`src/rtl/reg_access_ctrl.sv`:
```
`default_nettype none
// +----------------------------------------------------------------------------+
// | Module      : reg_access_ctrl                                              |
// | Description : Multicycle register-file initiator (IDLE/READ/EXEC/WRITE).    |
// |               Optional status flags are enabled with the FLAGS_EN macro.   |
// | Revision    : 1.0 - initial release                                        |
// +----------------------------------------------------------------------------+
module reg_access_ctrl #(
  parameter int DATA_W  = 8,
  parameter int RADDR_W = 2,
  parameter int WADDR_W = 3
) (
  input  logic               clock,
  input  logic               reset,
  input  logic [7:0]         instr,
  input  logic               instr_valid,
  output logic               instr_ready,
  output logic [RADDR_W-1:0] RegLido1,
  output logic [RADDR_W-1:0] RegLido2,
  input  logic [DATA_W-1:0]  Dado1,
  input  logic [DATA_W-1:0]  Dado2,
  output logic [WADDR_W-1:0] RegEsc,
  output logic               EscReg,
  output logic [DATA_W-1:0]  DadoEscr,
`ifdef FLAGS_EN
  output logic               zero_flag,
  output logic               carry_flag,
`endif
  output logic               done
);

  typedef enum logic [1:0] {
    S_IDLE  = 2'd0,
    S_READ  = 2'd1,
    S_EXEC  = 2'd2,
    S_WRITE = 2'd3
  } state_t;

  localparam logic [1:0] OP_ADD = 2'b00;
  localparam logic [1:0] OP_SUB = 2'b01;
  localparam logic [1:0] OP_AND = 2'b10;

  state_t              state_q, state_d;
  logic [7:0]          instr_q;
  logic [RADDR_W-1:0]  rlido1_q, rlido2_q;
  logic [WADDR_W-1:0]  resc_q;
  logic                escreg_q;
  logic                done_q;
  logic [DATA_W-1:0]   dado_q;

  logic                accept;
  logic [DATA_W:0]     sum_ext;
  logic [DATA_W:0]     diff_ext;
  logic [DATA_W-1:0]   alu_res;
  logic                alu_carry;

  assign instr_ready = (state_q == S_IDLE);
  assign accept      = instr_valid && instr_ready;

  always_ff @(posedge clock or posedge reset) begin
    if (reset) state_q <= S_IDLE;
    else       state_q <= state_d;
  end

  always_comb begin
    state_d = state_q;
    case (state_q)
      S_IDLE:  if (accept) state_d = S_READ;
      S_READ:  state_d = S_EXEC;
      S_EXEC:  state_d = S_WRITE;
      S_WRITE: state_d = S_IDLE;
      default: state_d = S_IDLE;
    endcase
  end

  // Extended-width add/sub expose carry-out and borrow in the top bit.
  assign sum_ext  = {1'b0, Dado1} + {1'b0, Dado2};
  assign diff_ext = {1'b0, Dado1} - {1'b0, Dado2};

  always_comb begin
    alu_res   = '0;
    alu_carry = 1'b0;
    case (instr_q[7:6])
      OP_ADD: begin
        alu_res   = sum_ext[DATA_W-1:0];
        alu_carry = sum_ext[DATA_W];
      end
      OP_SUB: begin
        alu_res   = diff_ext[DATA_W-1:0];
        alu_carry = diff_ext[DATA_W];
      end
      OP_AND:  alu_res = Dado1 & Dado2;
      default: alu_res = DATA_W'(instr_q[3:0]);
    endcase
  end

  // Read addresses load on the accept edge so they are stable through READ and EXEC.
  always_ff @(posedge clock or posedge reset) begin
    if (reset) begin
      instr_q  <= '0;
      rlido1_q <= '0;
      rlido2_q <= '0;
      resc_q   <= '0;
      escreg_q <= 1'b0;
      done_q   <= 1'b0;
      dado_q   <= '0;
    end else begin
      case (state_q)
        S_IDLE: begin
          if (accept) begin
            instr_q  <= instr;
            rlido1_q <= RADDR_W'(instr[3:2]);
            rlido2_q <= RADDR_W'(instr[1:0]);
          end
        end
        S_EXEC: begin
          dado_q   <= alu_res;
          resc_q   <= WADDR_W'(instr_q[5:4]);
          escreg_q <= 1'b1;
          done_q   <= 1'b1;
        end
        S_WRITE: begin
          escreg_q <= 1'b0;
          done_q   <= 1'b0;
        end
        default: ;
      endcase
    end
  end

`ifdef FLAGS_EN
  logic carry_pend_q;
  logic zero_flag_q;
  logic carry_flag_q;

  // Flags commit only at the end of WRITE so an aborted instruction leaves them untouched.
  always_ff @(posedge clock or posedge reset) begin
    if (reset) begin
      carry_pend_q <= 1'b0;
      zero_flag_q  <= 1'b0;
      carry_flag_q <= 1'b0;
    end else begin
      if (state_q == S_EXEC) carry_pend_q <= alu_carry;
      if (state_q == S_WRITE) begin
        zero_flag_q  <= (dado_q == '0);
        carry_flag_q <= carry_pend_q;
      end
    end
  end

  assign zero_flag  = zero_flag_q;
  assign carry_flag = carry_flag_q;
`else
  logic unused_carry;
  assign unused_carry = alu_carry;
`endif

  assign RegLido1 = rlido1_q;
  assign RegLido2 = rlido2_q;
  assign RegEsc   = resc_q;
  assign EscReg   = escreg_q;
  assign DadoEscr = dado_q;
  assign done     = done_q;

endmodule
`default_nettype wire

```
`config.mk`:
```
export PLATFORM = sky130hd
export DESIGN_NAME = reg_access_ctrl
export DESIGN_NICKNAME = d
export VERILOG_FILES = /design/src/rtl/reg_access_ctrl.sv
export SDC_FILE = /design/constraint.sdc
export NUM_CORES = 1
export LEC_CHECK = 0
export CAP_MARGIN = 15
export CORE_AREA = 3 3 71 73
export CTS_CLUSTER_DIAMETER = 30
export DETAILED_ROUTE_END_ITERATION = 7
export DIE_AREA = 0 0 74 76
export PLACE_DENSITY = 0.71
export RECOVER_POWER = 50
export SYNTH_ARGS = -nofsm -noshare
export SYNTH_HDL_FRONTEND = slang
export SYNTH_SLANG_ARGS = --single-unit
export TNS_END_PERCENT = 1
```
`constraint.sdc`:
```
create_clock -name clock -period 3.25 [get_ports clock]
set_input_delay 0.65 -clock clock [delete_from_list [all_inputs] [get_ports clock]]
set_output_delay 0.65 -clock clock [all_outputs]
set_load 0.1 [all_outputs]
```
==> results.ini, run 1 <==
[drt]
viasPerCell=5.00
num_vias=1274
drtIter0Drc=63
wirelength_mm=3.25
wire_per_inst_um=12.8
post-route-drc-count=0
final_antenna_net_count=0
firstDrtPassIters=4

[clock_tree]
tritoncts=done
htree_levels=1
cts_resized=0
clk_latency_ns=0.26
clock-sinks=21
cts_buffer_depth=2
cts-buffers-inserted=3
cts-root-buf=clkbuf_8
cts_setup_buffers=0
holdBufCountCts=0
clkSlewWorstSetupHoldPaths_ns=0.07

[yosys]
yosysWarnings=0
synth.distinct_cells=42
synth_area_um2=1560
synth-seq-cells=21
yosysSeqAreaShare_pct=33.7
synth_cells=163
syn_avg_cell_area_um2=9.57
synthesis.nets=203

[sta]
rsz0062_at_grt=false
min_period_ns=2.90
slew_viol_final=0
hold_viol=0
relSlewSlack_pct=22.1
finClkSkew_ns=0.00211
period_share_pct=89.2
fmax_mhz=345
setup_viol=0
hold_slack_ns=0.502
tns_ns=0
tightest_slew_ns=1.17

[final_layout]
seq_area_um2=526
drive_gt1_share_pct=18.7
fin_util_pct=45.1
final_common_cell=clkdlybuf4s50_1
antenna_cells=0
syn_to_final_growth_pct=27.7
multi_input_area_um2=911
layout_common_cells=clkdlybuf4s50_1 (24), dfrtp_1 (21), nor2_1 (17)
fill_cells=438
final_nets=244

[worst_setup_path]
crit_type=primary input to flip-flop
start_kind=primary input
crit_buf_inv=2
cp-startpoint=Dado2[0]
crit_slowest_cell=clkdlybuf4s50_1
r2r-start=instr_q[7]$_DFFE_PP0P_
cp_data_arrival_time_ns=3.04
endpoint_kind=flip-flop
path_cells=clkdlybuf4s50_1, inv_1, ha_1, nor3b_1, nor2_1, xnor2_1, ha_1, a211oi_2, o21ai_1, a41o_1, nor2b_1, a211o_1
cp_common_cell=ha_1
timing.critical_path.slowest_cell_delay_ns=0.42
crit_required_ns=3.40
path_delay_family=compound AO/OA/AOI/OAI gates
path_max_fanout=5

[floorplanning]
die_y_um=76
initial_utilization_pct=35.3
coreArea_um2=4410
pin_count=45
die_x_um=74
die_area_um2=5620
rows=24

[placed_design]
gp_congestion=0.859
port_buffers=43
place_hpwl_mm=2.63

[grt]
antenna_found_initial=0
grt_max_degree=22
grt_pass1_vias=1216
grt_pass1_wl_mm=5.50
grt_use_total_pct=12.3
gr-total-overflow=0

[job]
drv_cap=0

[min_path]
hold_class=flip-flop to flip-flop
hold_start=DadoEscr[4]$_DFFE_PP0P_

[run_status]
outcome=finished, final reports clean

[cells in the mapped netlist]
master	count	area, µm²
o211ai_1	4	30.0
mux2_2	11	124
o31ai_1	1	7.51
o21a_1	2	15.0
buf_6	2	22.5
and2_2	1	7.51
dfrtp_1	21	526
nor2b_4	1	13.8
a41o_1	1	10.0
xor2_1	1	8.76
fa_1	1	20.0
nand2b_1	2	12.5
o211a_1	1	10.0
a21o_1	2	15.0
buf_4	6	45.0
a211oi_1	2	15.0
nor2_1	17	63.8
nor2b_1	3	18.8
inv_1	12	45.0
nand2_1	9	33.8
nand4_1	1	6.26
nor3_1	2	10.0
nor3b_1	3	22.5
or2b_1	1	7.51
or3_1	1	6.26
a31o_2	1	8.76
nor3_2	1	10.0
conb_1	1	3.75
xnor2_1	7	61.3
o21ai_1	1	5.00
a31oi_1	2	12.5
clkbuf_1	3	11.3
a211oi_2	1	12.5
a21oi_1	8	40.0
a211o_1	1	8.76
o311ai_0	2	17.5
nand3_1	3	15.0
a31oi_4	1	21.3
o21ai_0	6	30.0
ha_1	12	150
mux2i_1	4	40.0
nor3_4	1	16.3
[metal layers]
layer | vias up | track usage, % | routed length (µm) | part of all wire, %
met5 | - | 0 | 0 | 0
met4 | 0 | 2.72 | 27 | 0.83
met3 | 4 | 3.56 | 177 | 5.4
met2 | 29 | 20.5 | 1650 | 51
met1 | 601 | 15.5 | 1400 | 43
li1 | 640 | - | - | -
[layout make-up]
type	instances	area share [%]
Clock buffer	3	2.07
Inverter	12	2.26
Multi-Input combinational cell	119	45.7
Timing Repair Buffer	47	20.0
Tap cell	52	3.27
Clock inverter	1	0.251
Sequential cell	21	26.4
[path summary, 6_finish.rpt]
path	cells past startpoint	slack (ns)	endpoint
max	12	0.35	DadoEscr[7]$_DFFE_PP0P_
max in group asynchronous	2	1.79	DadoEscr[4]$_DFFE_PP0P_
min	1	0.50	DadoEscr[4]$_DFFE_PP0P_
max reg2reg	7	0.70	DadoEscr[4]$_DFFE_PP0P_
min in group asynchronous	2	0.97	instr_q[3]$_DFFE_PP0P_
min reg2reg	1	0.50	DadoEscr[4]$_DFFE_PP0P_
[cell families after synthesis]
kind of cell | share of synthesized area (%)
buffers and inverters | 7.94
xor gates and xnor gates | 4.49
DFF | 33.7
and+or+nand+nor | 15.6
other | 0.240
AOI/OAI and AO/OA | 16.6
adders and majority gates | 10.9
muxes | 10.5
[worst register-to-register path, stage by stage, from the launching register on]
cell and delay [ns]:
dfrtp_1 0.58, nor2b_4 0.31, mux2i_1 0.16, fa_1 0.46
a21o_1 0.20, a31o_2 0.27, o311ai_0 0.34, o21a_1 0.17
[flip-flops by register name, summed over array words and instances, names as in the netlist]
| signal | flops |
|---|---|
| DadoEscr | 8 |
| done | 1 |
| instr_q | 8 |
| RegEsc | 2 |
| state_q | 2 |
[metrics by stage]
stage / area, µm² / worst slack, ns / std cells
2_1_floorplan: 1560 / 0.641 / 163
3_3_place_gp: 1960 / 0.0900 / 251
3_5_place_dp: 1960 / 0.102 / 251
4_1_cts: 2010 / 0.359 / 255
5_1_grt: 1990 / 0.142 / 255
6_report: 1990 / 0.352 / 255
Power of run 1 is left out: the tool's default activity adds up to more than one toggle a clock period on the data nets, which glitch-free logic cannot reach.
==> run 2: changes to the inputs <==
--- a/config.mk
+++ b/config.mk
@@ -5,11 +5,12 @@
 export SDC_FILE = /design/constraint.sdc
 export NUM_CORES = 1
 export LEC_CHECK = 0
+export ABC_AREA = 1
 export CAP_MARGIN = 15
-export CORE_AREA = 3 3 71 73
+export CORE_AREA = 3 3 70 72
 export CTS_CLUSTER_DIAMETER = 30
 export DETAILED_ROUTE_END_ITERATION = 7
-export DIE_AREA = 0 0 74 76
+export DIE_AREA = 0 0 73 75
 export PLACE_DENSITY = 0.71
 export RECOVER_POWER = 50
 export SYNTH_ARGS = -nofsm -noshare
==> run 2 against run 1 <==
Against the previous run:
- die area down 2.6%
- area after synthesis down 4.4%
- worst setup slack better by 0.13 ns
- sequential cell count unchanged
- fmax up 4.6%
- hold slack worse by 0.031 ns
- first-iteration DRC count up 35%
- via count up 7.1%
- critical path depth up 2
- critical endpoint unchanged
- largest cell class unchanged
==> results.ini, run 2 <==
[run_status]
outcome=finished, final reports clean

[grt]
antenna_found_initial=0  ; unchanged
grt_pass1_vias=1322  ; +8.7%
gr-total-overflow=0  ; unchanged
grt_pass1_wl_mm=6.02  ; +9.5%
grt_max_degree=22  ; unchanged
grt_use_total_pct=14.0  ; +1.7 points

[sta]
slew_viol_final=0  ; unchanged
rsz0062_at_grt=false
period_share_pct=85.2  ; -4.0 points
relSlewSlack_pct=21.6  ; -0.46 points
tns_ns=0  ; unchanged
tightest_slew_ns=1.18  ; +0.00695 ns
finClkSkew_ns=0.00201  ; -0.000100 ns
setup_viol=0  ; unchanged
fmax_mhz=361  ; +4.6%
hold_viol=0  ; unchanged
min_period_ns=2.77  ; -0.128 ns

[drt]
drtIter0Drc=85  ; +35%
post-route-drc-count=0  ; unchanged
viasPerCell=4.82  ; -3.5%
final_antenna_net_count=0  ; unchanged
num_vias=1364  ; +7.1%
firstDrtPassIters=4  ; unchanged
wirelength_mm=3.60  ; +11%
wire_per_inst_um=12.7  ; -0.25%

[floorplanning]
die_x_um=73  ; -1.4%
initial_utilization_pct=34.3  ; -1.1 points
die_y_um=75  ; -1.3%
rows=24  ; unchanged
coreArea_um2=4350  ; -1.4%
pin_count=45  ; unchanged
die_area_um2=5480  ; -2.6%

[final_layout]
final_common_cell=nand2_1
syn_to_final_growth_pct=29.1
drive_gt1_share_pct=13.4  ; -5.3 points
antenna_cells=0  ; unchanged
final_nets=272  ; +11%
layout_common_cells=nand2_1 (35), clkdlybuf4s50_1 (24), inv_1 (23)

[clock_tree]
htree_levels=1  ; unchanged
clock-sinks=21  ; unchanged
cts-root-buf=clkbuf_8
tritoncts=done
cts_setup_buffers=0  ; unchanged
cts_buffer_depth=2  ; unchanged
holdBufCountCts=0  ; unchanged
cts_resized=0  ; unchanged
clk_latency_ns=0.26  ; about the same
cts-buffers-inserted=3  ; unchanged
clkSlewWorstSetupHoldPaths_ns=0.07  ; about the same

[worst_setup_path]
crit_required_ns=3.40  ; about the same
ff2ff_setup_slack_ns=1.04  ; +0.34 ns
endpoint_kind=flip-flop
path_max_fanout=4  ; -1
crit_type=primary input to flip-flop
start_kind=primary input
cp_data_arrival_time_ns=2.92  ; -0.12 ns

[placed_design]
place_hpwl_mm=2.91  ; +11%
gp_congestion=0.813  ; -5.4%
port_buffers=43  ; unchanged

[yosys]
synth.distinct_cells=29  ; -31%
ys_async_sr_fraction_pct=100  ; unchanged
synthesis.nets=232  ; +14%
yosysTopAreaCellShare_pct=35.2  ; +1.6 points
synth_largest_area_cell=dfrtp_1
synth_edf_count=0  ; unchanged
yosys-top-cells-area=dfrtp_1 (35%), ha_1 (10%), nand2_1 (8.8%), inv_1 (5.8%), a21oi_1 (5.7%)
syn_avg_cell_area_um2=7.77  ; -19%
yosysWarnings=0  ; unchanged
synth_cells=192  ; +18%
synth_area_um2=1490  ; -4.4%
yosysSeqAreaShare_pct=35.2  ; +1.6 points
yosys-top-cells-count=nand2_1 (35), inv_1 (23), nor2_1 (22)
synthFlopType=dfrtp_1
synth-seq-cells=21  ; unchanged
yosysMostFrequentCell=nand2_1

[min_path]
hold_class=flip-flop to flip-flop

[job]
drv_cap=0  ; unchanged

## run 2: changes by cell type after synthesis, sizes merged, moves of 3 or more
cell    previous run  this run
inv               12        24
nor2              17        22
or2                0         3
nor3b              3         0
a21oi              8        18
mux2i              4         0
o211ai             4         0
a31oi              3         6
xnor2              7         3
nand3              3        14
mux2              11         3
nor2b              4         0
nor3               4         0
nand2              9        38
## run 2: kinds of logic after synthesis
logic type | after synthesis | synth area share [%]
buffers and inverters | 33 | 9.98
other | 1 | 0.251
DFF | 21 | 35.2
AOI/OAI and AO/OA | 35 | 13.2
and+or+nand+nor | 80 | 24.2
muxes | 3 | 2.26
adders and majority gates | 13 | 11.4
xor gates and xnor gates | 6 | 3.52
## run 2: stage by stage
stage                     std cells  utilization, %  hold WS [ns]  setup WS, ns  area [µm²]
after floorplan                 192               -         0.440         0.863        1490
after global placement          279            43.4         0.451         0.258        1890
after detailed placement        279            43.4         0.461         0.199        1890
after CTS                       283            44.5         0.478         0.482        1940
after global routing            283            44.2         0.487         0.160        1930
final                           283            44.2         0.471         0.481        1930
## run 2: cell type report
type / count / area [µm²]
inverter: 25 / 96.3
sequential: 21 / 526
timing repair buffer: 43 / 377
fill: 458 / 2430
multi-input combinational: 138 / 817
clock buffer: 4 / 45.0
tap: 52 / 65.1
## run 2: final timing paths
kind | cells past startpoint | startpoint | to
worst min-delay path | 2 | instr_q[4]$_DFFE_PP0P_ | RegEsc[0]$_DFFE_PP0P_
worst min register to register | 2 | instr_q[4]$_DFFE_PP0P_ | RegEsc[0]$_DFFE_PP0P_
max in group asynchronous | 2 | reset | DadoEscr[3]$_DFFE_PP0P_
worst max-delay path | 14 | Dado2[0] | DadoEscr[7]$_DFFE_PP0P_
min in group asynchronous | 2 | reset | DadoEscr[2]$_DFFE_PP0P_
worst max register to register | 11 | instr_q[7]$_DFFE_PP0P_ | DadoEscr[3]$_DFFE_PP0P_
## run 2: layer usage
metal | track usage [%] | vias to the layer above | share of wire (%)
met4 | 0.615 | 0 | 0.14
met2 | 23.7 | 39 | 48
met3 | 3.87 | 2 | 6.5
met1 | 18.9 | 620 | 45
li1 | - | 703 | -
met5 | 0 | - | 0
## run 2: critical path, cell delays in order
cell	delay (ns)
clkdlybuf4s50_1	0.45
inv_1	0.09
ha_1	0.16
nand2_1	0.05
o21ai_0	0.23
o21ai_0	0.17
xnor2_1	0.15
ha_1	0.32
a21oi_1	0.20
nand2_1	0.07
a21oi_1	0.15
nand3_2	0.09
nand3_2	0.07
a21oi_2	0.05
Power of run 2 is left out for the same reason.
